$ cat src/rtl/game_status_ctrl.sv
// Game status controller: button synchronizer, IDLE/PLAY/DEAD state machine,
// pipe collision and pass detection, BCD score and LFSR-driven pipe length.
module game_status_ctrl #(
    parameter int         BIRD_X   = 100,
    parameter int         BIRD_W   = 34,
    parameter int         BIRD_H   = 24,
    parameter int         PIPE_W   = 90,
    parameter int         CAP_H    = 33,
    parameter int         GAP      = 150,
    parameter int         GROUND_Y = 428,
    parameter int         LONG_MIN = 40,
    parameter logic [7:0] SEED     = 8'hA5
) (
    input  logic        clk_i,
    input  logic        rst_i,
    input  logic        tick_i,
    input  logic        button_i,
    input  logic [15:0] bird_y_i,
    input  logic [15:0] pipes_position_i,
    output logic        status_o,
    output logic [15:0] pipes_long_o,
    output logic [7:0]  score_o,
    output logic [1:0]  state_o
);

    typedef enum logic [1:0] {
        ST_IDLE = 2'b00,
        ST_PLAY = 2'b01,
        ST_DEAD = 2'b10
    } state_t;

    localparam logic [16:0] BIRD_RIGHT = 17'(BIRD_X + BIRD_W);
    localparam logic [16:0] BIRD_LEFT  = 17'(BIRD_X);
    localparam logic [16:0] PIPE_W_E   = 17'(PIPE_W);
    localparam logic [16:0] CAP_H_E    = 17'(CAP_H);
    localparam logic [16:0] GAP_E      = 17'(GAP);
    localparam logic [16:0] BIRD_H_E   = 17'(BIRD_H);
    localparam logic [16:0] GROUND_E   = 17'(GROUND_Y);

    function automatic logic [7:0] bcd_inc_sat(input logic [7:0] s);
        logic [7:0] r;
        if (s == 8'h99) begin
            r = s;
        end else if (s[3:0] == 4'd9) begin
            r = {s[7:4] + 4'd1, 4'd0};
        end else begin
            r = {s[7:4], s[3:0] + 4'd1};
        end
        return r;
    endfunction

    // Fibonacci taps 8,6,5,4 map to bits 7,5,4,3.
    function automatic logic [7:0] lfsr_next(input logic [7:0] v);
        return {v[6:0], v[7] ^ v[5] ^ v[4] ^ v[3]};
    endfunction

    function automatic logic [15:0] long_from_lfsr(input logic [7:0] v);
        logic [7:0] l;
        l = (v >= 8'd200) ? (v - 8'd128) : v;
        return 16'(LONG_MIN) + {8'd0, l};
    endfunction

    logic        btn_meta_q, btn_sync_q, btn_prev_q;
    state_t      state_q, state_d;
    logic        status_q;
    logic [7:0]  score_q, score_d;
    logic [15:0] pipes_long_q, pipes_long_d;
    logic [7:0]  lfsr_q;
    logic        passed_q, passed_d;
    logic [15:0] prev_pos_q;

    logic        press_s, wrap_s, x_overlap_s, hit_s, cleared_s;
    logic [16:0] pos_s, bird_y_s, long_s;

    assign pos_s    = {1'b0, pipes_position_i};
    assign bird_y_s = {1'b0, bird_y_i};
    assign long_s   = {1'b0, pipes_long_q};

    assign press_s     = btn_prev_q & ~btn_sync_q;
    assign wrap_s      = pipes_position_i > prev_pos_q;
    assign x_overlap_s = (pos_s <= BIRD_RIGHT) && ((pos_s + PIPE_W_E) >= BIRD_LEFT);
    assign hit_s       = (x_overlap_s && ((bird_y_s <= (long_s + CAP_H_E)) ||
                                          ((bird_y_s + BIRD_H_E) >= (long_s + GAP_E)))) ||
                         ((bird_y_s + BIRD_H_E) >= GROUND_E);
    assign cleared_s   = (pos_s + PIPE_W_E) < BIRD_LEFT;

    // Next-state, score, pass flag and pipe length; everything holds outside PLAY.
    always_comb begin
        state_d      = state_q;
        score_d      = score_q;
        pipes_long_d = pipes_long_q;
        passed_d     = passed_q;
        case (state_q)
            ST_IDLE: begin
                if (press_s) begin
                    state_d  = ST_PLAY;
                    score_d  = 8'h00;
                    passed_d = 1'b0;
                end else begin
                    state_d = ST_IDLE;
                end
            end
            ST_PLAY: begin
                // A hit on the same tick as a pass suppresses the score increment.
                if (tick_i && hit_s) begin
                    state_d = ST_DEAD;
                end else if (tick_i && cleared_s && !passed_q) begin
                    score_d = bcd_inc_sat(score_q);
                end else begin
                    score_d = score_q;
                end
                if (wrap_s) begin
                    passed_d     = 1'b0;
                    pipes_long_d = long_from_lfsr(lfsr_q);
                end else if (tick_i && cleared_s) begin
                    passed_d = 1'b1;
                end else begin
                    passed_d = passed_q;
                end
            end
            ST_DEAD: begin
                if (press_s) begin
                    state_d = ST_IDLE;
                end else begin
                    state_d = ST_DEAD;
                end
            end
            default: begin
                state_d = ST_IDLE;
            end
        endcase
    end

    // State and datapath registers with asynchronous reset.
    always_ff @(posedge clk_i or posedge rst_i) begin
        if (rst_i) begin
            btn_meta_q   <= 1'b1;
            btn_sync_q   <= 1'b1;
            btn_prev_q   <= 1'b1;
            state_q      <= ST_IDLE;
            status_q     <= 1'b0;
            score_q      <= 8'h00;
            pipes_long_q <= 16'd100;
            lfsr_q       <= SEED;
            passed_q     <= 1'b0;
            prev_pos_q   <= 16'd640;
        end else begin
            btn_meta_q   <= button_i;
            btn_sync_q   <= btn_meta_q;
            btn_prev_q   <= btn_sync_q;
            state_q      <= state_d;
            status_q     <= (state_q == ST_PLAY);
            score_q      <= score_d;
            pipes_long_q <= pipes_long_d;
            lfsr_q       <= lfsr_next(lfsr_q);
            passed_q     <= passed_d;
            prev_pos_q   <= pipes_position_i;
        end
    end

    assign status_o     = status_q;
    assign pipes_long_o = pipes_long_q;
    assign score_o      = score_q;
    assign state_o      = state_q;

endmodule

$ cat config.mk
export PLATFORM = sky130hd
export DESIGN_NAME = game_status_ctrl
export DESIGN_NICKNAME = d
export VERILOG_FILES = /design/src/rtl/game_status_ctrl.sv
export SDC_FILE = /design/constraint.sdc
export NUM_CORES = 1
export LEC_CHECK = 0
export CAP_MARGIN = 20
export CORE_ASPECT_RATIO = 1.5
export CORE_UTILIZATION = 30
export DETAILED_ROUTE_END_ITERATION = 6
export HOLD_SLACK_MARGIN = 0.05
export PLACE_DENSITY = 0.49
export SLEW_MARGIN = 20
export SYNTH_ARGS = -nofsm -noshare
export SYNTH_HDL_FRONTEND = slang
export SYNTH_SLANG_ARGS = --single-unit
export TNS_END_PERCENT = 20
$ cat constraint.sdc
create_clock -name clk_i -period 5.1 [get_ports clk_i]
set_input_delay 1.53 -clock clk_i [delete_from_list [all_inputs] [get_ports clk_i]]
set_output_delay 1.53 -clock clk_i [all_outputs]
set_load 0.05 [all_outputs]
==> flow_summary.yaml <==
grt:
  grt_max_degree: 49
  grt_overflow: 0
  number_of_global_route_vias_before_repair: 3326
  groute.usage.overall_pct: 15.1
  antenna_found_initial: 0
  first_pass_grt_wire_length_mm: 15.5
sta:
  setup-violations-final: 0
  whs_ns: 0.362
  fin_crit_sh_pct: 91.7
  final.setup.worst_slack_ns: 0.424
  clock_skew_ns: 0.00621
  post-route-min-period_ns: 4.68
  grt_setup_unrepaired: "no"
  slew_viol_final: 0
  fmax_mhz: 214
  timing.max_slew.rel_slack_pct: 43.2
  hold_violations: 0
  tightestPinTransition_ns: 0.852
  setup_total_negative_slack_ns: 0
floorplan:
  core_region_area_um2: 12400
  design.die.area_um2: 13100
  dieHeight_um: 140
  initial_utilization_pct: 30.6
  pin_count: 63
  std_cell_rows: 50
  fp.dieW_um: 93.8
placement:
  post-place-cells: 623
  area_after_detailed_placement_um2: 4530
  placement.setup.worst_slack_ns: 0.139
  io_buffers: 55
  globalplace.congestion: 0.853
  dp_hpwl_mm: 7.46
synthesis:
  postSynth.topFlopCell: "sky130_fd_sc_hd__dfrtp_1"
  multiplexer_fraction_of_the_synthesized_cell_area_pct: 3.69
  post_synth_main_area_contributors: "sky130_fd_sc_hd__dfrtp_1 24%, sky130_fd_sc_hd__ha_1 16%, sky130_fd_sc_hd__dfstp_2 8.3%"
  ys_seq_area_share_pct: 32.1
  postSynth.asyncResetShare_pct: 100
  syn_area_um2: 3790
  synth_seq_cells: 48
  syn-mean-instance-area_um2: 9.32
  synth_edf_count: 0
  post_synth_xor_area_fraction_pct: 5.54
  combinational_family_with_the_most_area_after_synthesis: "compound AO/OA/AOI/OAI gates"
  fraction_of_the_mapped_netlist_area_in_adder_cells_pct: 15.8
  synth_largest_area_cell: "sky130_fd_sc_hd__dfrtp_1"
  synth.top_cell.area_share_pct: 23.7
  yosysUniqueCellTypes: 68
  synth-compound-area-share_pct: 20.1
  simple_gate_share_of_the_synthesized_area_pct: 15.5
  synthesis.instances: 407
  yosys_warnings: 0
routing:
  detail_route.wl_per_cell_um: 14.7
  wl_mm: 9.27
  drt-vias-per-instance: 5.13
  drt-initial-drc-count: 83
  via_count: 3238
  firstDrtPassIters: 4
  met3WireLength_um: 254
  drc: 0
  route.met2.wl_mm: 4.91
  m1_wire_length_mm: 3.83
  dr.max_layer_used: "met4"
  antenna_left: 0
layout:
  final_core_util_pct: 37.8
  antenna_cells_inserted: 0
  syn_to_final_growth_pct: 23.4
  commonest_cells_after_routing_fill_and_taps_aside: "55 x sky130_fd_sc_hd__clkdlybuf4s50_1, 48 x sky130_fd_sc_hd__ha_1, 38 x sky130_fd_sc_hd__inv_1, 36 x sky130_fd_sc_hd__dfrtp_1, 32 x sky130_fd_sc_hd__o21ai_0"
  final_common_cell: "sky130_fd_sc_hd__clkdlybuf4s50_1"
  post-route-cell-area_um2: 4680
  final_net_count: 558
  drive_gt1_share_pct: 11.2
  fin_cells: 631
clock_network:
  cts_post_setup_buffers_inserted: 0
  cts-root-buf: "sky130_fd_sc_hd__clkbuf_16"
  cts.hold.buffers_added: 0
  source_to_sink_clock_delay_at_the_later_pin_of_the_worst_skew_pair_ns: 0.29
  cts.reportedPaths.clkPinSlew_ns: 0.07
  numCtsBuffers: 5
  cts_buffer_depth: 2
  post_cts_resize_count: 0
  clock_tree.htree_level_count: 2
  tritoncts_num_sinks: 48
  tritoncts: "done"
power:
  pwr_density_cell_nw_per_um2: 268
  power.share.clock_pct: 26.9
  p_int_mw: 0.792
  power_leakage_nw: 2.08
  netSwitchingFraction_pct: 36.8
  power_switching_mw: 0.461
  seq_pwr_share_pct: 36.4
  p_comb_share_pct: 36.7
  p_total_mw: 1.25
  power.ir.vdd_worst_v: 0.000145
run_status:
  status: "completed"
worst_hold_path:
  holdCritPathClass: "flip-flop to flip-flop"
  worst_hold_startpoint: "btn_sync_q"
critical_path:
  cp-end-kind: "flip-flop"
  critical_path_class: "input port to flip-flop"
  path_delay_family: "compound AO/OA/AOI/OAI gates"
  cp_num_buf_inv: 2
  crit_required_ns: 5.27
  crit_start: "pipes_position_i[1]"
  cp_cell_sequence: "clkdlybuf4s50_1 -> buf_4 -> a211o_2 -> a21oi_1 -> mux2_2 -> a2111o_1 -> or2_1 -> o41a_1 -> nor2_1 -> mux2_2"
  worstPathMaxFanout: 6
  worst_flop_to_flop_path_startpoint: "pipes_long_o[0]"
  cp_slowest_cell: "sky130_fd_sc_hd__clkdlybuf4s50_1"
  cp.arrival_ns: 4.85
  timing.critical_path.mode_cell: "sky130_fd_sc_hd__mux2_2"
  timing.critical_path.slowest_cell_delay_ns: 0.46
  critPathLaunchType: "input port"
flow_run:
  max-cap-violations: 0
registers in the layout (all words and copies together) (netlist names):
name / count
prev_pos_q: 16
score_o: 8
btn_prev_q: 1
lfsr_q: 8
state_o: 2
btn_meta_q: 1
status_o: 1
passed_q: 1
btn_sync_q: 1
pipes_long_o: 9
power groups by stage:
stage / Sequential, mW / Clock, mW / Combinational [mW]
floorplan: 0.523 / 0 / 0.234
global placement: 0.464 / 0 / 0.455
detailed placement: 0.463 / 0 / 0.463
CTS: 0.456 / 0.354 / 0.465
global route: 0.462 / 0.372 / 0.507
finish: 0.456 / 0.338 / 0.460
final cells by class:
class / count / area, um2
Fill cell: 1297 / 7710
Multi-Input combinational cell: 313 / 2330
Sequential cell: 48 / 1220
Timing Repair Buffer: 67 / 641
Tap cell: 156 / 195
Inverter: 39 / 148
Clock buffer: 7 / 143
Clock inverter: 1 / 8.76
cell families (layout without fill, tap and decap cells):
group                      Yosys count  count (layout)
other                                1               7
buffers and inverters               52             114
AOI/OAI and AO/OA                  110             110
DFF                                 48              48
adders and majority gates           48              48
xor gates and xnor gates            24              24
muxes                               13              13
and+or+nand+nor                    111             111
cells in the mapped netlist, types with 9 or more instances:
master and instances:
sky130_fd_sc_hd__xor2_1 9, sky130_fd_sc_hd__a21oi_1 16, sky130_fd_sc_hd__dfrtp_1 36, sky130_fd_sc_hd__ha_1 48, sky130_fd_sc_hd__nor3_1 10, sky130_fd_sc_hd__o21ai_0 32
sky130_fd_sc_hd__xnor2_1 15, sky130_fd_sc_hd__nand2_1 22, sky130_fd_sc_hd__nand4_1 10, sky130_fd_sc_hd__inv_1 39, sky130_fd_sc_hd__dfstp_2 12, sky130_fd_sc_hd__nand3_1 9
sky130_fd_sc_hd__nor2_1 25
metal layers:
layer	GRT usage, %	up-vias
li1	-	1615
met1	16.4	1555
met2	28.2	53
met3	1.97	15
met4	6.88	0
met5	0	-
worst reg2reg max path: stages, from the launching register on:
cell	delay, ns
sky130_fd_sc_hd__dfrtp_1	0.45
sky130_fd_sc_hd__ha_1	0.27
sky130_fd_sc_hd__a41oi_1	0.35
sky130_fd_sc_hd__xnor2_1	0.15
sky130_fd_sc_hd__ha_1	0.33
sky130_fd_sc_hd__nand4_1	0.12
sky130_fd_sc_hd__or3_1	0.40
sky130_fd_sc_hd__nor3b_1	0.16
sky130_fd_sc_hd__o21ai_0	0.12
sky130_fd_sc_hd__a21oi_1	0.17
sky130_fd_sc_hd__o31ai_1	0.63
sky130_fd_sc_hd__nor2_1	0.15
sky130_fd_sc_hd__mux2_2	0.31
final timing paths:
kind	to	slack (ns)	depth (start not counted)
hold reg to reg	btn_prev_q	0.36	0
hold / removal	btn_prev_q	0.36	0
max in group asynchronous	score_o[4]	2.88	2
setup / recovery	score_o[0]	0.42	10
setup reg to reg	score_o[0]	1.38	12
min in group asynchronous	pipes_long_o[0]	1.69	2
(Power assumes the default switching activity.)
